==> config.mk <==
export PLATFORM = sky130hd
export DESIGN_NAME = writeback_arbiter
export DESIGN_NICKNAME = d
export VERILOG_FILES = /design/src/rtl/writeback_arbiter.sv
export SDC_FILE = /design/constraint.sdc
export NUM_CORES = 1
export LEC_CHECK = 0
export BUFFER_PORTS_ARGS = -buffer_cell sky130_fd_sc_hd__buf_4
export CAP_MARGIN = 20
export CORE_MARGIN = 2
export CORE_UTILIZATION = 57
export DETAILED_ROUTE_END_ITERATION = 10
export GPL_ROUTABILITY_DRIVEN = 1
export PLACE_DENSITY = 0.91
export SYNTH_ARGS = -nofsm -noshare
export SYNTH_HDL_FRONTEND = slang
export SYNTH_SLANG_ARGS = --single-unit
==> constraint.sdc <==
create_clock -name clock -period 2.77 [get_ports clock]
set_clock_uncertainty 0.2 [all_clocks]
set_input_delay 0.1385 -clock clock [delete_from_list [all_inputs] [get_ports clock]]
set_output_delay 0.1385 -clock clock [all_outputs]
set_load 0.02 [all_outputs]
==> src/rtl/writeback_arbiter.sv <==
// Merges single-cycle ALU results and FIFO-buffered memory results onto one register-file
// write port, with a per-register pending scoreboard. Optional forwarding: WB_BYPASS_EN.
module writeback_arbiter #(
  parameter int FIFO_DEPTH = 4
) (
  input  logic                        clock,
  input  logic                        reset,
  input  logic                        issue_valid,
  input  logic [4:0]                  issue_reg,
  input  logic                        alu_valid,
  input  logic [4:0]                  alu_reg,
  input  logic [31:0]                 alu_data,
  input  logic                        mem_valid,
  output logic                        mem_ready,
  input  logic [4:0]                  mem_reg,
  input  logic [31:0]                 mem_data,
  output logic                        reg_write,
  output logic [4:0]                  reg_to_write,
  output logic [31:0]                 write_data,
  input  logic [4:0]                  query_reg_1,
  input  logic [4:0]                  query_reg_2,
  output logic                        busy_1,
  output logic                        busy_2,
`ifdef WB_BYPASS_EN
  output logic                        fwd_1,
  output logic                        fwd_2,
`endif
  output logic [$clog2(FIFO_DEPTH):0] fifo_count
);

  localparam int DATA_W = 32;
  localparam int REG_W  = 5;
  localparam int PTR_W  = $clog2(FIFO_DEPTH);
  localparam int CNT_W  = PTR_W + 1;
  localparam logic [CNT_W-1:0] FULL_CNT = CNT_W'(FIFO_DEPTH);

  logic [REG_W-1:0]  fifo_reg  [FIFO_DEPTH];
  logic [DATA_W-1:0] fifo_data [FIFO_DEPTH];
  logic [PTR_W-1:0]  wr_ptr;
  logic [PTR_W-1:0]  rd_ptr;
  logic [CNT_W-1:0]  count;
  logic              empty;
  logic              push;
  logic              pop;

  logic              sel_vld_p0;
  logic [REG_W-1:0]  sel_reg_p0;
  logic [DATA_W-1:0] sel_data_p0;

  logic [31:0]       pending;
  logic [31:0]       set_mask;
  logic [31:0]       clr_mask;

  // Full blocks a push even when the head pops in the same cycle.
  assign empty      = (count == '0);
  assign mem_ready  = (count != FULL_CNT);
  assign push       = mem_valid && mem_ready;
  assign pop        = !alu_valid && !empty;
  assign fifo_count = count;

  always_ff @(posedge clock) begin
    if (push) begin
      fifo_reg[wr_ptr]  <= mem_reg;
      fifo_data[wr_ptr] <= mem_data;
    end
  end

  always_ff @(posedge clock or posedge reset) begin
    if (reset) begin
      wr_ptr <= '0;
      rd_ptr <= '0;
      count  <= '0;
    end else begin
      if (push) wr_ptr <= wr_ptr + 1'b1;
      if (pop)  rd_ptr <= rd_ptr + 1'b1;
      case ({push, pop})
        2'b10:   count <= count + 1'b1;
        2'b01:   count <= count - 1'b1;
        default: count <= count;
      endcase
    end
  end

  // Stage p0: fixed-priority selection, ALU over FIFO head
  always_comb begin
    sel_vld_p0  = 1'b0;
    sel_reg_p0  = '0;
    sel_data_p0 = '0;
    if (alu_valid) begin
      sel_vld_p0  = 1'b1;
      sel_reg_p0  = alu_reg;
      sel_data_p0 = alu_data;
    end else if (!empty) begin
      sel_vld_p0  = 1'b1;
      sel_reg_p0  = fifo_reg[rd_ptr];
      sel_data_p0 = fifo_data[rd_ptr];
    end
  end

  // Stage p1: registered write port; register 0 is consumed without a strobe
  always_ff @(posedge clock or posedge reset) begin
    if (reset) begin
      reg_write    <= 1'b0;
      reg_to_write <= '0;
      write_data   <= '0;
    end else begin
      reg_write <= sel_vld_p0 && (sel_reg_p0 != '0);
      if (sel_vld_p0) begin
        reg_to_write <= sel_reg_p0;
        write_data   <= sel_data_p0;
      end
    end
  end

  // Bit 0 never gets set, so a query of register 0 always reads idle.
  assign set_mask = (issue_valid && issue_reg != '0) ? (32'd1 << issue_reg) : '0;
  assign clr_mask = reg_write ? (32'd1 << reg_to_write) : '0;

  always_ff @(posedge clock or posedge reset) begin
    if (reset) begin
      pending <= '0;
    end else begin
      pending <= (pending & ~clr_mask) | set_mask;
    end
  end

`ifdef WB_BYPASS_EN
  assign fwd_1  = reg_write && (reg_to_write == query_reg_1) && (query_reg_1 != '0);
  assign fwd_2  = reg_write && (reg_to_write == query_reg_2) && (query_reg_2 != '0);
  assign busy_1 = pending[query_reg_1] && !fwd_1;
  assign busy_2 = pending[query_reg_2] && !fwd_2;
`else
  assign busy_1 = pending[query_reg_1];
  assign busy_2 = pending[query_reg_2];
`endif

endmodule

==> impl_metrics.xml <==
<?xml version="1.0" encoding="UTF-8"?>
<metrics>
  <group name="placed_design">
    <metric name="final_weighted_congestion_of_routability_driven_global_placement" unit="">0.8867</metric>
    <metric name="numPortBuffers" unit="">137</metric>
    <metric name="area_after_detailed_placement" unit="mm²">0.01066</metric>
    <metric name="detailed_place_hpwl" unit="µm">16040</metric>
  </group>
  <group name="floorplan">
    <metric name="initial_utilization" unit="%">58.51</metric>
    <metric name="design.die.area" unit="mm²">0.01734</metric>
    <metric name="core.rowCount" unit="">46</metric>
    <metric name="floorplan_die_height" unit="µm">131.7</metric>
    <metric name="top_level_ports" unit="">138</metric>
    <metric name="floorplan.core_area" unit="mm²">0.01589</metric>
    <metric name="die_w" unit="µm">131.7</metric>
  </group>
  <group name="clock_tree">
    <metric name="max-clock-path-buffers" unit="">3</metric>
    <metric name="clkSinkCount" unit="">225</metric>
    <metric name="cts.reportedPaths.clkPinSlew" unit="ns">0.06</metric>
    <metric name="clock_latency_reported_for_the_late_side_of_the_worst_skew_pair" unit="ns">0.51</metric>
    <metric name="cts-hold-fix-buffers" unit="">84</metric>
    <metric name="cts_made_buffers" unit="">22</metric>
    <metric name="postCtsResizedCells" unit="">0</metric>
    <metric name="cts-htree-levels" unit="">1</metric>
    <metric name="tritoncts_clock_tree" unit="">done</metric>
    <metric name="cts.repair_timing.setup_buffer_count" unit="">0</metric>
    <metric name="clockRootBuffer" unit="">clkbuf_16</metric>
  </group>
  <group name="finish">
    <metric name="largest_register" unit="">fifo_data</metric>
    <metric name="fin_util" unit="%">76.78</metric>
    <metric name="mostFrequentLayoutCells" unit="">edfxtp_1, buf_4, dlygate4sd3_1</metric>
    <metric name="fin_area" unit="mm²">0.01220</metric>
    <metric name="largest_register_ffs" unit="">128</metric>
    <metric name="top_regs" unit="">fifo_data: 128 flops, pending: 32 flops, write_data: 32 flops</metric>
    <metric name="nNetsFinal" unit="">915</metric>
    <metric name="syn2layout_area_growth" unit="%">31.23</metric>
    <metric name="register_area" unit="mm²">0.006374</metric>
    <metric name="multi_input_area" unit="mm²">0.002626</metric>
    <metric name="drive_above_1_share" unit="%">28.16</metric>
    <metric name="num-fill-cells" unit="">805</metric>
  </group>
  <group name="setup_path">
    <metric name="reg2reg_from" unit="">fifo_count[1]</metric>
    <metric name="end_kind" unit="">register</metric>
    <metric name="r2r_slack" unit="ns">0.20</metric>
    <metric name="kind_of_start_point_of_the_critical_path" unit="">register</metric>
    <metric name="ff2ff_path_depth" unit="">10</metric>
    <metric name="critical_path_required" unit="ns">2.99</metric>
    <metric name="critical_path.reg2reg.endpoint" unit="">fifo_count[2]</metric>
    <metric name="worst_ep_arrival_time" unit="ns">2.79</metric>
    <metric name="maximum_fanout_along_the_worst_path" unit="">6</metric>
    <metric name="path_class" unit="">register to register</metric>
  </group>
  <group name="power_and_ir_drop">
    <metric name="power.density_cell_area" unit="mW/mm²">1003</metric>
    <metric name="worst_ir_drop_vdd" unit="µV">698.9</metric>
    <metric name="power_leakage" unit="nW">4.830</metric>
  </group>
  <group name="grt">
    <metric name="wire_length_of_the_first_global_routing_pass" unit="µm">45110</metric>
    <metric name="grt_util_all_layers" unit="%">34.77</metric>
    <metric name="grt_start_max_net_pins" unit="">78</metric>
    <metric name="via_count_of_the_first_global_routing_pass" unit="">7304</metric>
    <metric name="antenna_found_initial" unit="">3</metric>
    <metric name="grt.overflow.total" unit="">0</metric>
  </group>
  <group name="synthesis">
    <metric name="synth_area" unit="mm²">0.009294</metric>
    <metric name="synth_fp_nets" unit="">679</metric>
    <metric name="synthesis.area_per_instance" unit="µm²">16.05</metric>
    <metric name="synth_top_area_share" unit="%">47.82</metric>
    <metric name="ys_seq_elements" unit="">225</metric>
    <metric name="synth_warnings" unit="">0</metric>
    <metric name="seq_area_frac_synth" unit="%">68.55</metric>
    <metric name="synth_largest_area_cell" unit="">edfxtp_1</metric>
    <metric name="synth-edff-count" unit="">148</metric>
    <metric name="largest_cells_by_area_after_synthesis" unit="">edfxtp_1, dfrtp_1, mux4_2</metric>
    <metric name="synth_cells" unit="">579</metric>
    <metric name="ys_flop_type" unit="">edfxtp_1</metric>
    <metric name="postSynth.asyncResetShare" unit="%">34.22</metric>
    <metric name="post_synth_num_cell_types" unit="">42</metric>
  </group>
  <group name="drt">
    <metric name="drt_pass_1_iters" unit="">8</metric>
    <metric name="antenna_left" unit="">0</metric>
    <metric name="route.vias.total" unit="">6963</metric>
    <metric name="drt_first_iter_violations" unit="">1030</metric>
    <metric name="routed_via_density" unit="">6.625</metric>
    <metric name="routed_length_per_placed_instance" unit="µm">28.21</metric>
    <metric name="drc_errors" unit="">0</metric>
    <metric name="routed_wirelength" unit="µm">29650</metric>
  </group>
  <group name="timing">
    <metric name="final-setup-viol-count" unit="">0</metric>
    <metric name="worst_slew_margin_rel" unit="%">59.05</metric>
    <metric name="worstMarginPinSlew" unit="ns">0.6142</metric>
    <metric name="finalHoldViolations" unit="">0</metric>
    <metric name="max_clock_freq" unit="MHz">389.6</metric>
    <metric name="final.period_utilization" unit="%">92.67</metric>
    <metric name="setup-tns-final" unit="ns">0</metric>
    <metric name="grt_setup_unrepaired" unit="">no</metric>
    <metric name="minimum_period_implied_by_the_final_worst_setup_slack" unit="ns">2.567</metric>
    <metric name="report.final.slew_viol_count" unit="">0</metric>
    <metric name="hold_slack" unit="ns">0.01903</metric>
  </group>
  <group name="min_path">
    <metric name="hold_depth" unit="">3</metric>
    <metric name="min_delay_worst_endpoint" unit="">pending[20]</metric>
    <metric name="worstHoldPathType" unit="">input port to register</metric>
    <metric name="min_from" unit="">issue_valid</metric>
  </group>
  <group name="run_status">
    <metric name="status" unit="">complete, no violations</metric>
  </group>
  <group name="run">
    <metric name="max-cap-violations" unit="">0</metric>
  </group>
</metrics>
==> critical path, cell delays in order (launching register included) <==
cell     delay (ns)
dfrtp_1        0.45
inv_1          0.14
nand3_1        0.18
and2_1         0.28
inv_1          0.09
ha_1           0.19
inv_1          0.07
fa_1           0.38
xor2_1         0.17
nor2_1         0.15
xor2_1         0.17
==> how the worst max path moves through the flow <==
stage / start / endpoint / slack (ns) / depth (start not counted)
floorplan: fifo_count[0] / fifo_data[0][0] / 0.23 / 3
global placement: fifo_count[0] / fifo_count[2] / 0.50 / 10
detailed placement: fifo_count[0] / fifo_count[2] / 0.39 / 10
CTS: fifo_count[0] / fifo_count[2] / 0.37 / 10
global route: fifo_count[1] / fifo_count[2] / 0.07 / 10
finish: fifo_count[1] / fifo_count[2] / 0.20 / 10
==> where the power goes <==
| part | internal [W] | switching [W] | total [W] |
|---|---|---|---|
| sequential | 0.00457 | 0.000839 | 0.00541 |
| clock | 0.00167 | 0.00128 | 0.00295 |
| combinational | 0.00174 | 0.00213 | 0.00388 |
| total | 0.00799 | 0.00425 | 0.0122 |
==> through the flow <==
| step | worst slack (ns) | power [W] | instances |
|---|---|---|---|
| finish | 0.2031 | 0.01224 | 1051 |
| global route | 0.07066 | 0.01266 | 1050 |
| detailed placement | 0.3920 | 0.008928 | 923 |
| CTS | 0.3665 | 0.01198 | 1047 |
| floorplan | 0.2254 | 0.007426 | 579 |
| global placement | 0.5001 | 0.008645 | 923 |
==> final cells by class <==
class,instances,share of cell area (%)
antenna,4,0.08207
clock buffer,32,5.160
clock inverter,8,0.4924
inverter,41,1.272
multi-input combinational,287,21.53
sequential,225,52.26
tap,216,2.216
timing repair buffer,238,16.99
==> layer usage <==
metal	share of wire (%)	track usage, %
met1	33	43.01
met2	50	59.42
met3	11	6.366
met4	5.8	17.03
met5	0	0
==> cell families after synthesis <==
group,Yosys count,synth area share [%]
AO/OA/AOI/OAI,120,9.020
XOR/XNOR,6,0.5655
adder cells (fa/ha/maj),6,0.8885
buffers and inverters,67,3.325
flip-flops,225,68.55
multiplexers,70,12.60
AND/OR/NAND/NOR,85,5.049
==> cells in the mapped netlist (5+ instances only) <==
master      n
nand3b_1    8
buf_2       8
mux4_2     35
nand3_1    10
mux2i_1    33
ha_1        5
nand2b_1    7
a21oi_1     7
o21ai_0    57
edfxtp_1  148
nand2_1    27
inv_1      41
dfrtp_1    77
clkbuf_1   13
a22oi_1    11
o31ai_1     5
nor2_1      7
a222oi_1   33
or2_2       5
Power figures use the tool's default switching activity.
